$ cat src/rtl/cv32e40p_instr_encoder.sv
// ============================================================================
// Module  : cv32e40p_instr_encoder
// Purpose : Encodes RV32 field tuples into 32-bit words with an illegal-immediate
//           flag and buffers them in a small FIFO. Optional LFSR word source
//           enabled by the MCY_ENC_RANDOM_EN macro.
// Revision: 1.0 - initial release
// ============================================================================
`default_nettype none

module cv32e40p_instr_encoder #(
  parameter int          FIFO_DEPTH = 2,
  parameter int          CNT_WIDTH  = 16,
  parameter logic [31:0] LFSR_SEED  = 32'hACE1_2468
) (
  input  logic                 clk,
  input  logic                 rst_n,
  input  logic                 req_valid_i,
  output logic                 req_ready_o,
  input  logic [2:0]           req_fmt_i,
  input  logic [6:0]           req_opcode_i,
  input  logic [2:0]           req_funct3_i,
  input  logic [6:0]           req_funct7_i,
  input  logic [4:0]           req_rd_i,
  input  logic [4:0]           req_rs1_i,
  input  logic [4:0]           req_rs2_i,
  input  logic [31:0]          req_imm_i,
  input  logic                 rnd_en_i,
  output logic                 instr_valid_o,
  input  logic                 instr_ready_i,
  output logic [31:0]          instr_rdata_o,
  output logic                 instr_illegal_o,
  output logic [CNT_WIDTH-1:0] instr_cnt_o
);

  localparam int AW = $clog2(FIFO_DEPTH);

  localparam logic [2:0] FMT_R = 3'd0;
  localparam logic [2:0] FMT_I = 3'd1;
  localparam logic [2:0] FMT_S = 3'd2;
  localparam logic [2:0] FMT_B = 3'd3;
  localparam logic [2:0] FMT_U = 3'd4;
  localparam logic [2:0] FMT_J = 3'd5;

  logic [31:0] enc_word;
  logic        enc_illegal;
  logic signed [31:0] imm_s;

  assign imm_s = $signed(req_imm_i);

  always_comb begin
    enc_word    = 32'h0;
    enc_illegal = 1'b0;
    case (req_fmt_i)
      FMT_R: enc_word = {req_funct7_i, req_rs2_i, req_rs1_i, req_funct3_i, req_rd_i, req_opcode_i};
      FMT_I: begin
        enc_word    = {req_imm_i[11:0], req_rs1_i, req_funct3_i, req_rd_i, req_opcode_i};
        enc_illegal = (imm_s < -32'sd2048) || (imm_s > 32'sd2047);
      end
      FMT_S: begin
        enc_word    = {req_imm_i[11:5], req_rs2_i, req_rs1_i, req_funct3_i, req_imm_i[4:0], req_opcode_i};
        enc_illegal = (imm_s < -32'sd2048) || (imm_s > 32'sd2047);
      end
      FMT_B: begin
        enc_word    = {req_imm_i[12], req_imm_i[10:5], req_rs2_i, req_rs1_i, req_funct3_i,
                       req_imm_i[4:1], req_imm_i[11], req_opcode_i};
        enc_illegal = (imm_s < -32'sd4096) || (imm_s > 32'sd4094) || req_imm_i[0];
      end
      FMT_U: begin
        enc_word    = {req_imm_i[31:12], req_rd_i, req_opcode_i};
        enc_illegal = (req_imm_i[11:0] != 12'h0);
      end
      FMT_J: begin
        enc_word    = {req_imm_i[20], req_imm_i[10:1], req_imm_i[11], req_imm_i[19:12],
                       req_rd_i, req_opcode_i};
        enc_illegal = (imm_s < -32'sd1048576) || (imm_s > 32'sd1048574) || req_imm_i[0];
      end
      default: begin
        enc_word    = 32'h0;
        enc_illegal = 1'b1;
      end
    endcase
  end

  // Pointers carry one extra wrap bit so full and empty are distinguishable.
  logic [AW:0]   wptr;
  logic [AW:0]   rptr;
  logic [32:0]   mem [FIFO_DEPTH];
  logic          full;
  logic          empty;
  logic          push;
  logic          pop;
  logic [32:0]   push_data;
  logic [32:0]   head;

  assign empty = (wptr == rptr);
  assign full  = (wptr[AW] != rptr[AW]) && (wptr[AW-1:0] == rptr[AW-1:0]);
  assign pop   = !empty && instr_ready_i;

`ifdef MCY_ENC_RANDOM_EN
  logic [31:0] lfsr;
  logic [31:0] lfsr_next;
  logic        rnd_push;

  assign rnd_push    = rnd_en_i && !full;
  assign req_ready_o = !full && !rnd_en_i;
  assign push        = rnd_push || (req_valid_i && req_ready_o);
  assign push_data   = rnd_en_i ? {1'b0, lfsr[31:2], 2'b11} : {enc_illegal, enc_word};
  // Right-shifting Galois form of x^32+x^22+x^2+x+1.
  assign lfsr_next   = {1'b0, lfsr[31:1]} ^ (lfsr[0] ? 32'h8020_0003 : 32'h0);

  always_ff @(posedge clk or negedge rst_n) begin
    if (!rst_n) begin
      lfsr <= LFSR_SEED;
    end else if (rnd_push) begin
      lfsr <= lfsr_next;
    end
  end
`else
  logic unused_rnd_en;

  assign unused_rnd_en = rnd_en_i;
  assign req_ready_o   = !full;
  assign push          = req_valid_i && req_ready_o;
  assign push_data     = {enc_illegal, enc_word};
`endif

  always_ff @(posedge clk or negedge rst_n) begin
    if (!rst_n) begin
      wptr <= '0;
      rptr <= '0;
      for (int i = 0; i < FIFO_DEPTH; i++) begin
        mem[i] <= '0;
      end
    end else begin
      if (push) begin
        mem[wptr[AW-1:0]] <= push_data;
        wptr              <= wptr + 1'b1;
      end
      if (pop) begin
        rptr <= rptr + 1'b1;
      end
    end
  end

  always_ff @(posedge clk or negedge rst_n) begin
    if (!rst_n) begin
      instr_cnt_o <= '0;
    end else if (pop) begin
      instr_cnt_o <= instr_cnt_o + 1'b1;
    end
  end

  assign head            = mem[rptr[AW-1:0]];
  assign instr_valid_o   = !empty;
  assign instr_rdata_o   = empty ? 32'h0 : head[31:0];
  assign instr_illegal_o = empty ? 1'b0 : head[32];

endmodule

`default_nettype wire

$ cat config.mk
export PLATFORM = sky130hd
export DESIGN_NAME = cv32e40p_instr_encoder
export DESIGN_NICKNAME = d
export VERILOG_FILES = /design/src/rtl/cv32e40p_instr_encoder.sv
export SDC_FILE = /design/constraint.sdc
export NUM_CORES = 1
export LEC_CHECK = 0
export ABC_AREA = 1
export CAP_MARGIN = 20
export CORE_MARGIN = 5
export CORE_UTILIZATION = 50
export CTS_BUF_LIST = sky130_fd_sc_hd__clkbuf_8
export DETAILED_ROUTE_END_ITERATION = 10
export PLACE_DENSITY = 0.92
export RECOVER_POWER = 100
export SKIP_LAST_GASP = 1
export SYNTH_ARGS = -nofsm -noshare
export SYNTH_HDL_FRONTEND = slang
export SYNTH_SLANG_ARGS = --single-unit
$ cat constraint.sdc
create_clock -name clk -period 3.95 [get_ports clk]
set_clock_uncertainty 0.05 [all_clocks]
set_input_delay 0.395 -clock clk [delete_from_list [all_inputs] [get_ports clk]]
set_output_delay 0.395 -clock clk [all_outputs]
set_load 0.005 [all_outputs]
Word-level counts from Yosys, hierarchy flattened
Index checks and enable logic that the tools add are counted.
Word-level totals
  logic and storage cells: 51
  bits of input ports: 72
  output and inout port bits: 51
  flip-flop bits (word level): 86
Operators by class
  order comparisons: 9
  add/sub/neg operators: 3
  equality and inequality tests: 8
  reductions and logical operators: 14
  mux-type cells: 10
  bitwise gates (word level): 2
Operators by type and width (count)
  one-hot mux 32 bit (6 select lines): 1
  two-way mux 33 bit: 4
  bitwise mux 66 bit: 1
  demux 33 bit (select 1 bit): 1
  greater-than comparator 32 x 12 -> 1 bit, second input constant: 1
  greater-than comparator 32 x 13 -> 1 bit, second input constant: 1
  greater-than comparator 32 x 21 -> 1 bit, second input constant: 1
  less-than comparator 32 x 12 -> 1 bit, second input constant: 1
  less-than comparator 32 x 13 -> 1 bit, second input constant: 1
  less-than comparator 32 x 21 -> 1 bit, second input constant: 1
  two-way mux 32 bit: 1
  adder 16 x 1 -> 16 bit, second input constant: 1
  nonzero test 12 bit: 1
  equality test 3 x 2 -> 1 bit, second input constant: 2
  equality test 3 bit, second input constant: 2
  logical OR 1 bit: 5
  one-hot mux 1 bit (5 select lines): 1
  adder 2 x 1 -> 2 bit, second input constant: 2
  greater-or-equal comparator 2 bit, second input constant: 2
  logical AND 1 bit: 4
  inverter 1 -> 2 bit: 2
  equality test 3 x 1 -> 1 bit, second input constant: 1
  zero test 3 bit: 1
  equality test 2 bit: 1
  6 further kinds: 7

Depth between registers and ports, before layout
  word-level depth: 6
  gate-level depth with buffers: 14
  depth with buffers taken out: 14

Worst setup path after synthesis
OpenSTA, ideal clock, no wires.
  kind: register to output
  start point: register rptr[0]
  end point: output port instr_rdata_o[12]
  buffers on the path: 2
  cell stages (with the launch flop): 7
  data arrival time: 1318 ps
  data required time: 3505 ps
  setup slack: 2187 ps
  cells stage by stage: dfrtp_1 > buf_4 > xnor2_1 > nand2_1 > inv_1 > clkbuf_1 > nor2_1
Between the ends
  longest elaborated chain between the ends: 5
Ends and longest elaborated chain
  start, declared: RTL line 86  | logic [AW:0] rptr;
  start signal, assigned: RTL line 140  | rptr <= rptr + 1'b1;
  inverter 1 -> 2 bit (not written as such): RTL line 153  | assign head = mem[rptr[AW-1:0]];
  two-way mux 33 bit (not written as such) (3 in series): RTL line 153
  two-way mux 32 bit *: RTL line 155  | assign instr_rdata_o = empty ? 32'h0 : head[31:0];
  end, declared: RTL line 30  | output logic [31:0] instr_rdata_o,
Mark *: on every way between the ends. The rest lies on a longest branch, timed or not. The select of a mux whose other input is x is not followed.

Worst setup path after layout
  start point: register wptr[0]
  end point: output port instr_rdata_o[31]
Between the ends
  longest elaborated chain between the ends: 2
Ends and longest elaborated chain
  start, declared: RTL line 85  | logic [AW:0] wptr;
  start signal, assigned: RTL line 137  | wptr <= wptr + 1'b1;
  equality test 2 bit: RTL line 95  | assign empty = (wptr == rptr);
  two-way mux 32 bit: RTL line 155
Every way passes these cells.

==> flow_metrics.tcl <==
set metrics [dict create \
    holdPathEnd "instr_cnt_o[15]" \
    wirelength_mm 12.8 \
    arrival_ns 2.87 \
    grt_pass1_wl_mm 21.2 \
    status "finished, violations left" \
    num_vias 4723 \
    wire_per_inst_um 14.0 \
    placed_cell_area_um2 6060 \
    worstReg2RegEnd "mem[10]" \
    dieArea_um2 11600 \
    stdcell_area_um2 6190 \
    drtPass1Iterations 6 \
    clk_pin_slew_ns 0.09 \
    rows 35 \
    rsz0062_at_grt "false" \
    min_path_type "reg -> reg" \
    synthTopCellsByArea "dfrtp_1, nand2_1, nor2_1" \
    cp_max_fo 23 \
    period_needed_ns 3.32 \
    ant_nets 0 \
    ff2ff_setup_slack_ns 0.73 \
    hold_path.startpoint "instr_cnt_o[15]" \
    syn_inst 669 \
    clock_sinks 86 \
    grt_pass1_vias 4574 \
    drt-initial-drc-count 401 \
    ys.warnings.count 0 \
    clock_latency_ns 0.35 \
    critPathKind "reg -> out" \
    viasPerCell 5.16 \
    synth_ff_type "dfrtp_1" \
    hold_depth 1 \
    post_cts_buffers 0 \
    relSlewSlack -0.583 \
    htree_levels 3 \
    violations "capacitance limit, slew limit" \
    synth_top_area_share 0.452 \
    critPathLaunch "wptr[0]" \
    antenna_found_initial 0 \
    ctsHoldBuffers 0 \
    setup_ws_ns 0.631 \
    core_region_area_um2 9280 \
    rr_worst_depth 9 \
    power_per_cell_area_nw_per_um2 631 \
    p_leak_nw 3.05 \
    critPathBufInv 3 \
    placed_cells 899 \
    worstPathCellList "xnor2_1 -> nand2_1 -> inv_1 -> clkbuf_1 -> nor2_1 -> dlygate4sd3_1" \
    fill_cells 810 \
    syn2layout_area_growth_pct 30.1 \
    hold_violations 0 \
    syn_area_um2 4760 \
    yosysUniqueCellTypes 36 \
    cap_violations 1 \
    start_util 0.513 \
    fin_tns_setup_ns 0 \
    io_pins 123 \
    grt.met2_usage 0.377 \
    cts_root_buffer "clkbuf_8" \
    syn_area_per_cell_um2 7.12 \
    start_kind "flop" \
    n_antenna_cell 0 \
    instances_no_fill 916 \
    timing.fmax_mhz 301 \
    grtUsageMet1 0.304 \
    grt_max_degree 87 \
    cp-end-kind "primary output" \
    place_ws_ns 1.27 \
    final_max_slew_viol_count 46 \
    synth.ff_latch_count 86 \
    synthArstFlopShare 1.00 \
    regToRegStartpoint "wptr[1]" \
    cp_top_family "buffers and inverters" \
    fp.dieW_um 108 \
    seq_area_frac_synth 0.452 \
    finalSetupViolations 0 \
    drive_above_1_share 0.0330 \
    max_stage_delay_ns 0.62 \
    ir_drop_uv 271 \
    synth_nets 742 \
    grt_overflow_total 0 \
    grt_usage 0.227 \
    cts_tree "built" \
    crit_required_ns 3.50 \
    worstMarginPinSlew_ns 2.37 \
    place.gp.congestion 0.916 \
    cts_resized 0 \
    finalCritPeriodShare 0.840 \
    drc 0 \
    slowest_stage "dlygate4sd3_1" \
    io_buffers 121 \
    gr-usage-met3 0.0426 \
    cts_made_buffers 9 \
    final_nets 855 \
    yosys.area.top_type "dfrtp_1" \
    synth-edff-count 0 \
    die_y_um 108 \
    clk_path_buf_depth 2 \
    gr-max-usage-layer "met2" \
    hpwlAfterDp_mm 9.48 \
]
## registers in the layout (all words and copies together) (netlist names)
name / flops
rptr: 2
wptr: 2
instr_cnt_o: 16
mem: 66
## worst max path at each step
stage | to | slack, ns | depth (start not counted)
floorplan | instr_rdata_o[12] | 2.19 | 6
global placement | instr_rdata_o[17] | 1.36 | 6
detailed placement | instr_rdata_o[31] | 1.27 | 6
CTS | instr_rdata_o[31] | 0.86 | 6
global route | rptr[0] | 0.37 | 2
finish | instr_rdata_o[31] | 0.63 | 6
## cell usage in the layout (no fill, tap or decap), types with 4 or more instances in the layout
| master | synthesis | layout |
|---|---|---|
| nand2_1 | 216 | 218 |
| nor2_1 | 97 | 100 |
| dfrtp_1 | 86 | 85 |
| inv_1 | 79 | 80 |
| clkdlybuf4s50_1 | 0 | 69 |
| dlygate4sd3_1 | 0 | 51 |
| o21ai_0 | 35 | 47 |
| a21oi_1 | 35 | 35 |
| nand3_1 | 15 | 15 |
| xnor2_1 | 10 | 10 |
| nand4_1 | 9 | 10 |
| xor2_1 | 9 | 9 |
| clkbuf_8 | 0 | 9 |
| o211ai_1 | 6 | 6 |
| nor3_1 | 5 | 5 |
| o221ai_1 | 4 | 4 |
| a22o_1 | 4 | 4 |
## area by class of cell
type	instances	area (µm²)	share of cell area
clock inverters	7	56.3	0.00909
inverters	83	313	0.0505
flip-flops and latches	86	2150	0.348
clock buffers	9	124	0.0200
multi-input cells	476	2150	0.348
repair buffers	126	1230	0.199
well taps	129	161	0.0261
## kinds of logic (layout without fill, tap and decap cells)
kind of cell / count (synthesis) / count (layout) / synth area share
xor+xnor: 19 / 19 / 0.0350
compound gates: 100 / 100 / 0.116
fa+ha+maj: 1 / 1 / 0.00263
flops: 86 / 86 / 0.452
simple gates: 356 / 356 / 0.305
buf+inv: 107 / 225 / 0.0888
## where the power goes
| group | total, W | internal, W | switching, W |
|---|---|---|---|
| clock | 0.000569 | 0.000236 | 0.000333 |
| combinational | 0.00193 | 0.000821 | 0.00111 |
| sequential | 0.00140 | 0.00122 | 0.000185 |
## routing by layer
metal	vias up	routed length, µm
met1	2193	5540
li1	2320	-
met2	192	6150
met3	18	944
met4	0	195
met5	-	0
## cells in the mapped netlist, types with 4 or more instances
cell type and instances:
nor2_1 97, nor3_1 5, xor2_1 9, dfrtp_1 86, o211ai_1 6, inv_1 79, o21ai_0 35, clkbuf_1 8
nand3_1 15, nand4_1 9, a22o_1 4, nand2_1 216, xnor2_1 10, a21oi_1 35, buf_2 11, o221ai_1 4
o21ai_1 13
## stage by stage
step	total power, W	hold WS, ns	utilization
finish	0.00391	0.427	0.667
global route	0.00423	0.453	0.667
CTS	0.00409	0.208	0.672
detailed placement	0.00350	0.412	0.653
global placement	0.00341	0.404	0.653
floorplan	0.00253	0.0494	-
No activity file was read; power rests on OpenSTA's default activity.
